`config.mk`:
```
export PLATFORM = sky130hd
export DESIGN_NAME = ps2_host_tx
export DESIGN_NICKNAME = d
export VERILOG_FILES = /design/src/rtl/ps2_pkg.sv /design/src/rtl/ps2_sync_edge.sv /design/src/rtl/ps2_host_tx.sv
export SDC_FILE = /design/constraint.sdc
export NUM_CORES = 1
export LEC_CHECK = 0
export ABC_AREA = 1
export CORE_ASPECT_RATIO = 1.25
export CORE_UTILIZATION = 65
export CTS_BUF_LIST = sky130_fd_sc_hd__clkbuf_8
export CTS_CLUSTER_DIAMETER = 30
export CTS_CLUSTER_SIZE = 25
export DETAILED_ROUTE_END_ITERATION = 10
export GPL_ROUTABILITY_DRIVEN = 1
export PLACE_DENSITY = 0.87
export SLEW_MARGIN = 15
export SYNTH_ARGS = -nofsm -noshare
export SYNTH_HDL_FRONTEND = slang
export SYNTH_SLANG_ARGS = --single-unit
```
`constraint.sdc`:
```
create_clock -name clk -period 5 [get_ports clk]
set_clock_uncertainty 0.2 [all_clocks]
set_input_delay 0.5 -clock clk [delete_from_list [all_inputs] [get_ports clk]]
set_output_delay 0.5 -clock clk [all_outputs]
set_load 0.05 [all_outputs]
```
`src/rtl/ps2_pkg.sv`:
```
// Shared PS/2 definitions: FSM state encodings, command bytes and small helpers
// used by the host transmitter (and by keyboard_input for the receive side).
package ps2_pkg;

    // Transmitter FSM states
    typedef logic [2:0] ps2_state_t;

    localparam ps2_state_t ST_IDLE    = 3'd0;
    localparam ps2_state_t ST_INHIBIT = 3'd1;
    localparam ps2_state_t ST_RTS     = 3'd2;
    localparam ps2_state_t ST_FRAME   = 3'd3;
    localparam ps2_state_t ST_DONE    = 3'd4;

    // Common host-to-keyboard commands and the device acknowledge byte
    localparam logic [7:0] PS2_CMD_SET_LEDS = 8'hED;
    localparam logic [7:0] PS2_CMD_ENABLE   = 8'hF4;
    localparam logic [7:0] PS2_CMD_RESET    = 8'hFF;
    localparam logic [7:0] PS2_ACK_BYTE     = 8'hFA;

    // PS/2 uses odd parity: the parity bit makes the total count of ones odd
    function automatic logic odd_parity(input logic [7:0] d);
        return ~(^d);
    endfunction

    // Largest of three cycle counts, used to size the shared down-counter
    function automatic int unsigned max3(input int unsigned a,
                                         input int unsigned b,
                                         input int unsigned c);
        int unsigned m;
        m = a;
        if (b > m) begin
            m = b;
        end else begin
            m = m;
        end
        if (c > m) begin
            m = c;
        end else begin
            m = m;
        end
        return m;
    endfunction

endpackage

```
`src/rtl/ps2_sync_edge.sv`:
```
// Two-flop synchroniser for the raw PS/2 clock and data pins plus a falling
// edge detector on the synchronised clock. Lines idle high, so the flops reset
// to 1 and no spurious fall is reported coming out of reset.
module ps2_sync_edge (
    input  logic clk_i,
    input  logic resetn_i,
    input  logic ps2_clk_i,
    input  logic ps2_dat_i,
    output logic fall_o,
    output logic dat_sync_o
);

    logic clk_meta_q;
    logic clk_sync_q;
    logic clk_prev_q;
    logic dat_meta_q;
    logic dat_sync_q;

    // Synchronise both pins and keep the previous synced clock for edge detect
    always_ff @(posedge clk_i) begin
        if (!resetn_i) begin
            clk_meta_q <= 1'b1;
            clk_sync_q <= 1'b1;
            clk_prev_q <= 1'b1;
            dat_meta_q <= 1'b1;
            dat_sync_q <= 1'b1;
        end else begin
            clk_meta_q <= ps2_clk_i;
            clk_sync_q <= clk_meta_q;
            clk_prev_q <= clk_sync_q;
            dat_meta_q <= ps2_dat_i;
            dat_sync_q <= dat_meta_q;
        end
    end

    // A fall needs a genuine synced 1->0 transition; a held-low clock gives one fall
    assign fall_o     = clk_prev_q & ~clk_sync_q;
    assign dat_sync_o = dat_sync_q;

endmodule

```
`src/rtl/ps2_host_tx.sv`:
```
// Host-to-device PS/2 command transmitter. Inhibits the bus, issues
// request-to-send, shifts out data/parity/stop on device clock falls and
// samples the device ACK. Both lines are driven open-drain via *_oe.
module ps2_host_tx
    import ps2_pkg::*;
#(
    parameter int unsigned INHIBIT_CYCLES = 6000,
    parameter int unsigned SETUP_CYCLES   = 50,
    parameter int unsigned TIMEOUT_CYCLES = 750000
) (
    input  logic       clk,
    input  logic       resetn,
    input  logic [7:0] tx_data,
    input  logic       tx_valid,
    output logic       tx_ready,
    input  logic       ps2_clk_in,
    input  logic       ps2_dat_in,
    output logic       ps2_clk_oe,
    output logic       ps2_dat_oe,
    output logic       tx_done,
    output logic       tx_ack_ok,
    output logic       tx_error
);

    localparam int unsigned CNT_MAX = max3(INHIBIT_CYCLES, SETUP_CYCLES, TIMEOUT_CYCLES);
    localparam int unsigned CNT_W   = (CNT_MAX > 1) ? $clog2(CNT_MAX) : 1;

    localparam logic [CNT_W-1:0] CNT_ONE      = CNT_W'(1);
    localparam logic [CNT_W-1:0] INHIBIT_LOAD = CNT_W'(INHIBIT_CYCLES - 1);
    localparam logic [CNT_W-1:0] SETUP_LOAD   = CNT_W'(SETUP_CYCLES - 1);
    localparam logic [CNT_W-1:0] TIMEOUT_LOAD = CNT_W'(TIMEOUT_CYCLES - 1);

    localparam logic [3:0] BIT_PARITY = 4'd8;
    localparam logic [3:0] BIT_ACK    = 4'd10;

    ps2_state_t       state_q,  state_d;
    logic [CNT_W-1:0] cnt_q,    cnt_d;
    logic [3:0]       bitn_q,   bitn_d;
    logic [7:0]       sh_q,     sh_d;
    logic             par_q,    par_d;
    logic             clk_oe_q, clk_oe_d;
    logic             dat_oe_q, dat_oe_d;
    logic             done_q,   done_d;
    logic             ack_ok_q, ack_ok_d;
    logic             err_q,    err_d;

    logic             fall_s;
    logic             dat_sync_s;
    logic             accept_s;

    ps2_sync_edge u_sync (
        .clk_i      (clk),
        .resetn_i   (resetn),
        .ps2_clk_i  (ps2_clk_in),
        .ps2_dat_i  (ps2_dat_in),
        .fall_o     (fall_s),
        .dat_sync_o (dat_sync_s)
    );

    assign tx_ready = (state_q == ST_IDLE) && resetn;
    assign accept_s = tx_valid && tx_ready;

    // Next-state logic for the inhibit / RTS / frame / ACK sequence
    always_comb begin
        state_d  = state_q;
        cnt_d    = cnt_q;
        bitn_d   = bitn_q;
        sh_d     = sh_q;
        par_d    = par_q;
        clk_oe_d = clk_oe_q;
        dat_oe_d = dat_oe_q;
        done_d   = 1'b0;
        ack_ok_d = 1'b0;
        err_d    = 1'b0;

        case (state_q)
            ST_IDLE: begin
                clk_oe_d = 1'b0;
                dat_oe_d = 1'b0;
                if (accept_s) begin
                    sh_d     = tx_data;
                    par_d    = odd_parity(tx_data);
                    cnt_d    = INHIBIT_LOAD;
                    clk_oe_d = 1'b1;
                    state_d  = ST_INHIBIT;
                end else begin
                    state_d = ST_IDLE;
                end
            end

            ST_INHIBIT: begin
                if (cnt_q == '0) begin
                    // Data low while clock is still held low: request-to-send / start bit
                    cnt_d    = SETUP_LOAD;
                    dat_oe_d = 1'b1;
                    state_d  = ST_RTS;
                end else begin
                    cnt_d = cnt_q - CNT_ONE;
                end
            end

            ST_RTS: begin
                if (cnt_q == '0) begin
                    // Hand the clock to the device; start bit stays on data
                    clk_oe_d = 1'b0;
                    cnt_d    = TIMEOUT_LOAD;
                    bitn_d   = 4'd0;
                    state_d  = ST_FRAME;
                end else begin
                    cnt_d = cnt_q - CNT_ONE;
                end
            end

            ST_FRAME: begin
                clk_oe_d = 1'b0;
                if (fall_s) begin
                    if (bitn_q >= BIT_ACK) begin
                        // Device pulls data low during this clock pulse to acknowledge
                        done_d   = 1'b1;
                        ack_ok_d = ~dat_sync_s;
                        dat_oe_d = 1'b0;
                        state_d  = ST_DONE;
                    end else begin
                        if (bitn_q < BIT_PARITY) begin
                            dat_oe_d = ~sh_q[bitn_q[2:0]];
                        end else if (bitn_q == BIT_PARITY) begin
                            dat_oe_d = ~par_q;
                        end else begin
                            dat_oe_d = 1'b0;
                        end
                        bitn_d = bitn_q + 4'd1;
                        cnt_d  = TIMEOUT_LOAD;
                    end
                end else if (cnt_q == '0) begin
                    // Device went silent: abandon the frame and free the bus
                    clk_oe_d = 1'b0;
                    dat_oe_d = 1'b0;
                    err_d    = 1'b1;
                    state_d  = ST_IDLE;
                end else begin
                    cnt_d = cnt_q - CNT_ONE;
                end
            end

            ST_DONE: begin
                clk_oe_d = 1'b0;
                dat_oe_d = 1'b0;
                state_d  = ST_IDLE;
            end

            default: begin
                clk_oe_d = 1'b0;
                dat_oe_d = 1'b0;
                state_d  = ST_IDLE;
            end
        endcase
    end

    // State and output registers; reset releases both lines immediately
    always_ff @(posedge clk) begin
        if (!resetn) begin
            state_q  <= ST_IDLE;
            cnt_q    <= '0;
            bitn_q   <= 4'd0;
            sh_q     <= 8'h00;
            par_q    <= 1'b0;
            clk_oe_q <= 1'b0;
            dat_oe_q <= 1'b0;
            done_q   <= 1'b0;
            ack_ok_q <= 1'b0;
            err_q    <= 1'b0;
        end else begin
            state_q  <= state_d;
            cnt_q    <= cnt_d;
            bitn_q   <= bitn_d;
            sh_q     <= sh_d;
            par_q    <= par_d;
            clk_oe_q <= clk_oe_d;
            dat_oe_q <= dat_oe_d;
            done_q   <= done_d;
            ack_ok_q <= ack_ok_d;
            err_q    <= err_d;
        end
    end

    assign ps2_clk_oe = clk_oe_q;
    assign ps2_dat_oe = dat_oe_q;
    assign tx_done    = done_q;
    assign tx_ack_ok  = ack_ok_q;
    assign tx_error   = err_q;

endmodule
```
==> metrics.yaml, run 1 <==
routed_wl_microns: 5890
path_class: "in2out"
min_period_over_period: 0.669
cts_resized: 0
clock-sinks: 46
fillers: 311
rsz0062_at_grt: "false"
wl_per_cell_microns: 12.8
cp_max_fo: 24
gp_congestion: 0.886
clock_path_buffers: 2
synthFlopType: "dfxtp_1"
post-cts-setup-buffers: 0
htreeDepth: 2
tightest_slew_ns: 0.815
drive_gt1_frac: 0.150
setup_violations: 0
cts_buffers: 5
p_comb_frac: 0.561
syn_nets: 403
p_switching_mw: 0.884
grt_max_degree: 25
dp_hpwl_microns: 4330
grt_pass1_vias: 2265
r2r_cells: 10
ys_seq_area_frac: 0.347
boundaryPins: 19
syn_avg_cell_area_sq_um: 6.88
cts_tree: "done"
yosysWarnings: 0
firstDrtPassIters: 4
cap_violations: 0
ctsHoldBuffers: 0
dieWidth_microns: 59.2
slew_headroom: 0.456
clk_latency_ns: 0.30
switching_share: 0.496
grt_first_pass_wirelength_microns: 9690
p_int_mw: 0.897
antenna_found_initial: 0
path_clk_slew_ns: 0.09
postSynthCellCount: 386
start_util: 0.690
nNetsFinal: 422
regToRegStartpoint: "bitn_q[0]"
rrSetupSlack_ns: 2.74
ant_nets: 0
ys_seq_elements: 46
whs_ns: 0.207
antenna_cells: 0
crit_path_start_kind: "input port"
fp.coreArea_sq_um: 3850
endpoint_kind: "primary output"
drv_slew: 0
synth_cell_types: 34
clockRootBuffer: "clkbuf_8"
min_period_ns: 3.35
hold_viol_final: 0
vias_per_cell: 5.42
hold_depth: 1
hold_end: "tx_ack_ok"
fmax_mhz: 299
grt_overflow: 0
cp.required_ns: 4.30
peakVddDrop_v: 0.000365
async_flop_share: 0
area_delta_synth_final_pct: 11.9
num_vias: 2492
io_buffers: 18
crit_arrival_ns: 2.65
num_rows: 25
dr.first_iter.drc_count: 93
pwr_density_cell_nw_per_um2: 599
r2r-end: "cnt_q[14]"
clkPwrFrac: 0.134
hold_start: "u_sync.dat_sync_o"
die_h_microns: 73.5
run_status: "finished, final reports clean"
remaining_drc_errors: 0
synth_edf_count: 0
track_usage: 0.295
dieArea_sq_um: 4350
fin_setup_tns_ns: 0
p_seq_frac: 0.305
syn-cell-area_sq_um: 2660
hold_class: "reg2reg"
leakagePower_nw: 1.35
-- power groups by stage --
stage	combinational [mW]	sequential [mW]	clock (mW)
after floorplan	0.798	0.531	0
after global placement	0.955	0.546	0
after detailed placement	0.982	0.548	0
after CTS	0.995	0.540	0.239
after global routing	1.12	0.553	0.256
final	0.999	0.543	0.239
-- cell usage in the layout (no fill, tap or decap), drive strengths merged --
cell and n:
a31o 2, nand4 6, ha 4, clkdlybuf4s50 18, nand3b 1, o21ai 21, nor2 50, a21oi 32
dfxtp 46, xnor2 8, clkinvlp 1, or2 7, clkbuf 6, nand2 112, inv 40, a21boi 2
nor3 4, xor2 6, nand3 35, o211ai 2, clkinv 2, buf 1
-- through the flow --
stage               instance area [sq um]  std cells  power (mW)  worst slack [ns]   util
CTS                                  2970        460        1.77              1.62  0.773
global placement                     2880        452        1.50              1.66  0.748
floorplan                            2660        386        1.33              2.84      -
global route                         2970        460        1.93              1.54  0.773
finish                               2970        460        1.78              1.65  0.773
detailed placement                   2880        452        1.53              1.63  0.748
-- worst max-delay path: stages --
cell and delay (ns):
clkdlybuf4s50_1 0.45, buf_4 0.26, inv_1 0.41, nor2_1 0.20, clkdlybuf4s50_1 0.82
-- layout make-up --
type	count	area, sq um	area share
clock buffers	6	82.6	0.0278
clock inverters	2	12.5	0.00421
inverters	41	156	0.0526
multi-input cells	292	1550	0.520
flip-flops and latches	46	921	0.310
well taps	54	67.6	0.0227
repair buffers	19	188	0.0631
-- cell families after synthesis --
kind of cell	Yosys count	synth area share
and+or+nand+nor	215	0.379
AOI/OAI and AO/OA	59	0.138
xor gates and xnor gates	14	0.0462
buffers and inverters	48	0.0716
adders and majority gates	4	0.0188
DFF	46	0.347
-- layer usage --
| layer | up-vias | share of wire | global-route usage |
|---|---|---|---|
| met5 | - | 0 | 0 |
| met2 | 52 | 0.51 | 0.549 |
| li1 | 1282 | - | - |
| met3 | 22 | 0.034 | 0.0581 |
| met1 | 1136 | 0.42 | 0.308 |
| met4 | 0 | 0.038 | 0.151 |
-- synthesized netlist by cell type, types with 7 or more instances --
library cell / number / area, sq um
xnor2_1: 8 / 70.1
nand2_2: 8 / 50.1
nand3_1: 30 / 150
dfxtp_1: 46 / 921
inv_1: 33 / 124
nand2_1: 104 / 390
a21oi_2: 8 / 70.1
a21oi_1: 24 / 120
nor2_1: 39 / 146
o21ai_0: 15 / 75.1
nor2_2: 7 / 43.8
-- flip-flops by register name (all words and copies together) (netlist names) --
| register | cells |
|---|---|
| cnt_q | 20 |
| u_sync.clk_prev_q | 1 |
| sh_q | 8 |
| tx_ack_ok | 1 |
| tx_error | 1 |
| bitn_q | 4 |
| u_sync.clk_sync_q | 1 |
| state_q | 3 |
| par_q | 1 |
| ps2_dat_oe | 1 |
| u_sync.dat_meta_q | 1 |
| tx_done | 1 |
| ps2_clk_oe | 1 |
| u_sync.dat_sync_o | 1 |
| u_sync.clk_meta_q | 1 |
-- how the worst max path moves through the flow --
stage                     to    from  slack [ns]
global route        tx_ready  resetn        1.54
finish              tx_ready  resetn        1.65
detailed placement  tx_ready  resetn        1.63
CTS                 tx_ready  resetn        1.62
global placement    tx_ready  resetn        1.66
floorplan           tx_ready  resetn        2.84
No activity file was read; power rests on OpenSTA's default activity.
==> run 2: changes to the inputs <==
Settings changed: CORE_UTILIZATION 65 to 55, PLACE_DENSITY 0.87 to 0.78.
Clock period 5 ns to 3 ns, I/O delays scaled along.
==> metrics.yaml, run 2 (synthesis results as in run 1) <==
run_status: "finished, final reports clean"  # unchanged
drv_slew: 0  # unchanged
dp_hpwl_microns: 4580  # was 4330 microns
whs_ns: 0.197  # was 0.207 ns
antenna_found_initial: 0  # unchanged
dr.first_iter.drc_count: 142  # was 93
setup_violations: 0  # unchanged
dieWidth_microns: 64.2  # was 59.2 microns
regMostFlops: "cnt_q"  # unchanged
fin_setup_tns_ns: 0  # unchanged
finalPower_mw: 2.98  # was 1.78 mW
min_period_over_period: 0.757
fillers: 413  # was 311
crit_arrival_ns: 2.26  # was 2.65 ns
wl_per_cell_microns: 13.3  # was 12.8 microns
routed_wl_microns: 6220  # was 5890 microns
ctsHoldBuffers: 0  # unchanged
fin_util: 0.663  # was 0.773
endpoint_kind: "flop"  # was primary output
num_rows: 27  # was 25
tightest_slew_ns: 0.495  # was 0.815 ns
boundaryPins: 19  # unchanged
leakagePower_nw: 1.36  # was 1.35 nW
cap_violations: 0  # unchanged
dp_cells: 458  # was 452
vias_per_cell: 5.27  # was 5.42
slowest_delay_ns: 0.53  # was 0.82 ns
grt_overflow: 0  # unchanged
top_regs: "cnt_q x20, sh_q x8, bitn_q x4"  # unchanged
crit_slowest_cell: "dfxtp_1"  # was clkdlybuf4s50_1
die_h_microns: 79.7  # was 73.5 microns
nNetsFinal: 424  # was 422
cp_cell_sequence: "inv_1 -> ha_1 -> inv_1 -> a21oi_1 -> nand2_2 -> nand3_2 -> nor2_8 -> nand2_2 -> a21oi_1 -> nor2_1"  # was clkdlybuf4s50_1 -> buf_4 -> inv_1 -> nor2_1 -> clkdlybuf4s50_1
layout_commonest_cell: "nand2_1"  # unchanged
grt_first_pass_wirelength_microns: 10400  # was 9690 microns
start_util: 0.587  # was 0.690
largest_register_ffs: 20  # unchanged
path_clk_slew_ns: 0.10  # was 0.09 ns
post-cts-setup-buffers: 0  # unchanged
io_buffers: 18  # unchanged
peakVddDrop_v: 0.000591  # was 0.000365 V
antenna_cells: 0  # unchanged
num_vias: 2456  # was 2492
grt_pass1_vias: 2431  # was 2265
cts_buffers: 5  # unchanged
firstDrtPassIters: 4  # unchanged
cp.required_ns: 2.99  # was 4.30 ns
cp_max_fo: 19  # was 24
fp.coreArea_sq_um: 4530  # was 3850 sq um
ant_nets: 0  # unchanged
crit_path_start_kind: "flop"  # was input port
layout_common_cells: "nand2_1 (104), dfxtp_1 (46), nor2_1 (39)"  # unchanged
drive_gt1_frac: 0.157  # was 0.150
slew_headroom: 0.669  # was 0.456
pwr_density_cell_nw_per_um2: 993  # was 599 nW/um^2
clockRootBuffer: "clkbuf_8"  # unchanged
hold_class: "reg2reg"  # unchanged
area_delta_synth_final_pct: 13.0  # was 11.9%
htreeDepth: 2  # unchanged
cts_resized: 0  # unchanged
fmax_mhz: 440
min_period_ns: 2.27
stdcell_count: 466  # was 460
clock-sinks: 46  # unchanged
path_class: "reg2reg"  # was in2out
clock_path_buffers: 2  # unchanged
gp_congestion: 0.853  # was 0.886
rsz0062_at_grt: "false"  # unchanged
remaining_drc_errors: 0  # unchanged
grt_max_degree: 24  # was 25
hold_viol_final: 0  # unchanged
clk_latency_ns: 0.31  # was 0.30 ns
track_usage: 0.263  # was 0.295
critPathBufInv: 2  # was 4
cts_tree: "done"  # unchanged
crit_family: "simple AND/OR/NAND/NOR gates"  # was buffers and inverters
dieArea_sq_um: 5110  # was 4350 sq um
## run 2: cell count changes in the layout (fill, tap and decap cells not counted)
cell             change
buf_4                +2
buf_12               +1
clkdlybuf4s50_1      -1
clkinvlp_4           +1
clkinv_2             -1
inv_6                +1
clkbuf_8             -1
## run 2: power breakdown
part           internal (mW)  switching (mW)
sequential             0.747           0.153
clock                  0.167           0.231
combinational          0.574            1.11
## run 2: stage by stage
| stage | instance area (sq um) | setup slack [ns] |
|---|---|---|
| after detailed placement | 2910 | 0.757 |
| after global routing | 3000 | 0.558 |
| after CTS | 3000 | 0.753 |
| after floorplan | 2660 | 1.01 |
| after global placement | 2910 | 0.774 |
| final | 3000 | 0.729 |
## run 2: worst paths after layout
check,from,end,slack [ns],depth (start not counted)
worst max-delay path,bitn_q[0],cnt_q[3],0.73,10
worst min-delay path,u_sync.dat_sync_o,tx_ack_ok,0.20,1
worst max register to register,bitn_q[0],cnt_q[3],0.73,10
worst min register to register,u_sync.dat_sync_o,tx_ack_ok,0.20,1
## run 2: layout make-up
| cell class | instances | area [sq um] | area share |
|---|---|---|---|
| Tap cell | 58 | 72.6 | 0.0242 |
| Clock inverter | 3 | 23.8 | 0.00792 |
| Multi-Input combinational cell | 292 | 1550 | 0.515 |
| Sequential cell | 46 | 921 | 0.307 |
| Inverter | 41 | 156 | 0.0521 |
| Clock buffer | 5 | 68.8 | 0.0229 |
| Timing Repair Buffer | 21 | 213 | 0.0709 |
## run 2: routing by layer
metal,track usage,up-vias,part of all wire
met4,0.109,0,0.021
met3,0.0471,12,0.038
met2,0.499,67,0.51
met5,0,-,0
li1,-,1280,-
met1,0.284,1097,0.43
==> run 3: changes to the inputs <==
Settings changed: CORE_UTILIZATION 55 to 61, PLACE_DENSITY 0.78 to 0.82.
Clock period 3 ns to 2.2 ns, I/O delays scaled along.
==> metrics.yaml, run 3 (synthesis results as in run 1) <==
min_period_ns: 2.04  # was 2.27 ns
whs_ns: 0.207  # was 0.197 ns
dr.first_iter.drc_count: 104  # was 142
postPlaceCellArea_sq_um: 2930  # was 2910 sq um
cts_resized: 0  # unchanged
endpoint_kind: "flop"  # unchanged
stdcell_count: 467  # was 466
fmax_mhz: 491  # was 440 MHz
crit_slowest_cell: "dfxtp_1"  # unchanged
dieWidth_microns: 61.0  # was 64.2 microns
tightest_slew_ns: 0.515  # was 0.495 ns
cp.required_ns: 2.19  # was 2.99 ns
track_usage: 0.290  # was 0.263
slowest_delay_ns: 0.41  # was 0.53 ns
num_vias: 2466  # was 2456
peakVddDrop_v: 0.000808  # was 0.000591 V
pre_cts_ws_ns: 0.165  # was 0.757 ns
area_delta_synth_final_pct: 14.2  # was 13.0%
dp_cells: 459  # was 458
grt_first_pass_wirelength_microns: 9920  # was 10400 microns
dieArea_sq_um: 4620  # was 5110 sq um
finalPower_mw: 4.16  # was 2.98 mW
cp_cell_sequence: "inv_2 -> ha_1 -> nand2_1 -> nor2_1 -> nand3_4 -> inv_1 -> a21oi_2 -> nand2_1 -> nand2_1 -> a21oi_1"  # was inv_1 -> ha_1 -> inv_1 -> a21oi_1 -> nand2_2 -> nand3_2 -> nor2_8 -> nand2_2 -> a21oi_1 -> nor2_1
start_util: 0.643  # was 0.587
cp_max_fo: 7  # was 19
cts_tree: "done"  # unchanged
path_common_cell: "nand2_1"
rsz0062_at_grt: "false"  # unchanged
vias_per_cell: 5.28  # was 5.27
cts_buffers: 5  # unchanged
crit_arrival_ns: 2.03  # was 2.26 ns
fin_util: 0.734  # was 0.663
fin_setup_tns_ns: 0  # unchanged
num_rows: 26  # was 27
antenna_cells: 0  # unchanged
hold_class: "reg2reg"  # unchanged
slew_headroom: 0.656  # was 0.669
grt_max_degree: 24  # unchanged
remaining_drc_errors: 0  # unchanged
fp.coreArea_sq_um: 4130  # was 4530 sq um
pwr_density_cell_nw_per_um2: 1370  # was 993 nW/um^2
top_regs: "cnt_q x20, sh_q x8, bitn_q x4"  # unchanged
clockRootBuffer: "clkbuf_8"  # unchanged
cap_violations: 0  # unchanged
postLayoutCellArea_sq_um: 3030  # was 3000 sq um
path_clk_slew_ns: 0.09  # was 0.10 ns
regMostFlops: "cnt_q"  # unchanged
io_buffers: 18  # unchanged
wl_per_cell_microns: 12.8  # was 13.3 microns
clk_latency_ns: 0.30  # was 0.31 ns
crit_path_start_kind: "flop"  # unchanged
drive_gt1_frac: 0.161  # was 0.157
htreeDepth: 2  # unchanged
grt_overflow: 0  # unchanged
boundaryPins: 19  # unchanged
largest_register_ffs: 20  # unchanged
clock-sinks: 46  # unchanged
leakagePower_nw: 1.39  # was 1.36 nW
firstDrtPassIters: 4  # unchanged
gp_congestion: 0.928  # was 0.853
routed_wl_microns: 5980  # was 6220 microns
ant_nets: 0  # unchanged
nNetsFinal: 427  # was 424
dp_hpwl_microns: 4460  # was 4580 microns
hold_viol_final: 0  # unchanged
layout_commonest_cell: "nand2_1"  # unchanged
layout_setup_ws_ns: 0.165  # was 0.729 ns
setup_violations: 0  # unchanged
layout_common_cells: "nand2_1 (104), dfxtp_1 (46), nor2_1 (39)"  # unchanged
ctsHoldBuffers: 0  # unchanged
die_h_microns: 75.8  # was 79.7 microns
grt_pass1_vias: 2391  # was 2431
antenna_found_initial: 0  # unchanged
post-cts-setup-buffers: 0  # unchanged
min_period_over_period: 0.925  # was 0.757
drv_slew: 0  # unchanged
clock_path_buffers: 2  # unchanged
path_class: "reg2reg"  # unchanged
run_status: "finished, final reports clean"  # unchanged
[run 3: final cells by class]
cell class                 count  area, sq um
fill                         375         1100
timing repair buffer          24          235
sequential                    46          921
clock inverter                 3         37.5
clock buffer                   5         68.8
inverter                      41          156
tap                           56         70.1
multi-input combinational    292         1550
[run 3: layer usage]
metal  vias to the layer above  routed length (microns)  track usage
li1                       1293                        -            -
met1                      1091                     2440        0.294
met2                        56                     3020        0.533
met3                        26                      230       0.0611
met4                         0                      281        0.172
met5                         -                        0            0
[run 3: worst paths after layout]
| path | end | start | depth (start not counted) | slack (ns) |
|---|---|---|---|---|
| setup reg to reg | cnt_q[1] | cnt_q[0] | 10 | 0.16 |
| hold reg to reg | tx_ack_ok | u_sync.dat_sync_o | 1 | 0.21 |
| hold / removal | tx_ack_ok | u_sync.dat_sync_o | 1 | 0.21 |
| setup / recovery | cnt_q[1] | cnt_q[0] | 10 | 0.16 |
[run 3: where the power goes]
group          switching, mW  internal, mW  total (mW)
clock                  0.277         0.331       0.608
combinational           1.54         0.805        2.35
sequential             0.187          1.02        1.21
total                   2.01          2.16        4.16
[run 3: worst max-delay path: cells and delay by family (launching register included)]
kind	cells	cell delay, ns
flip-flops	1	0.41
AO/OA/AOI/OAI	2	0.43
AND/OR/NAND/NOR	5	0.47
adder cells (fa/ha/maj)	1	0.21
buffers and inverters	2	0.20
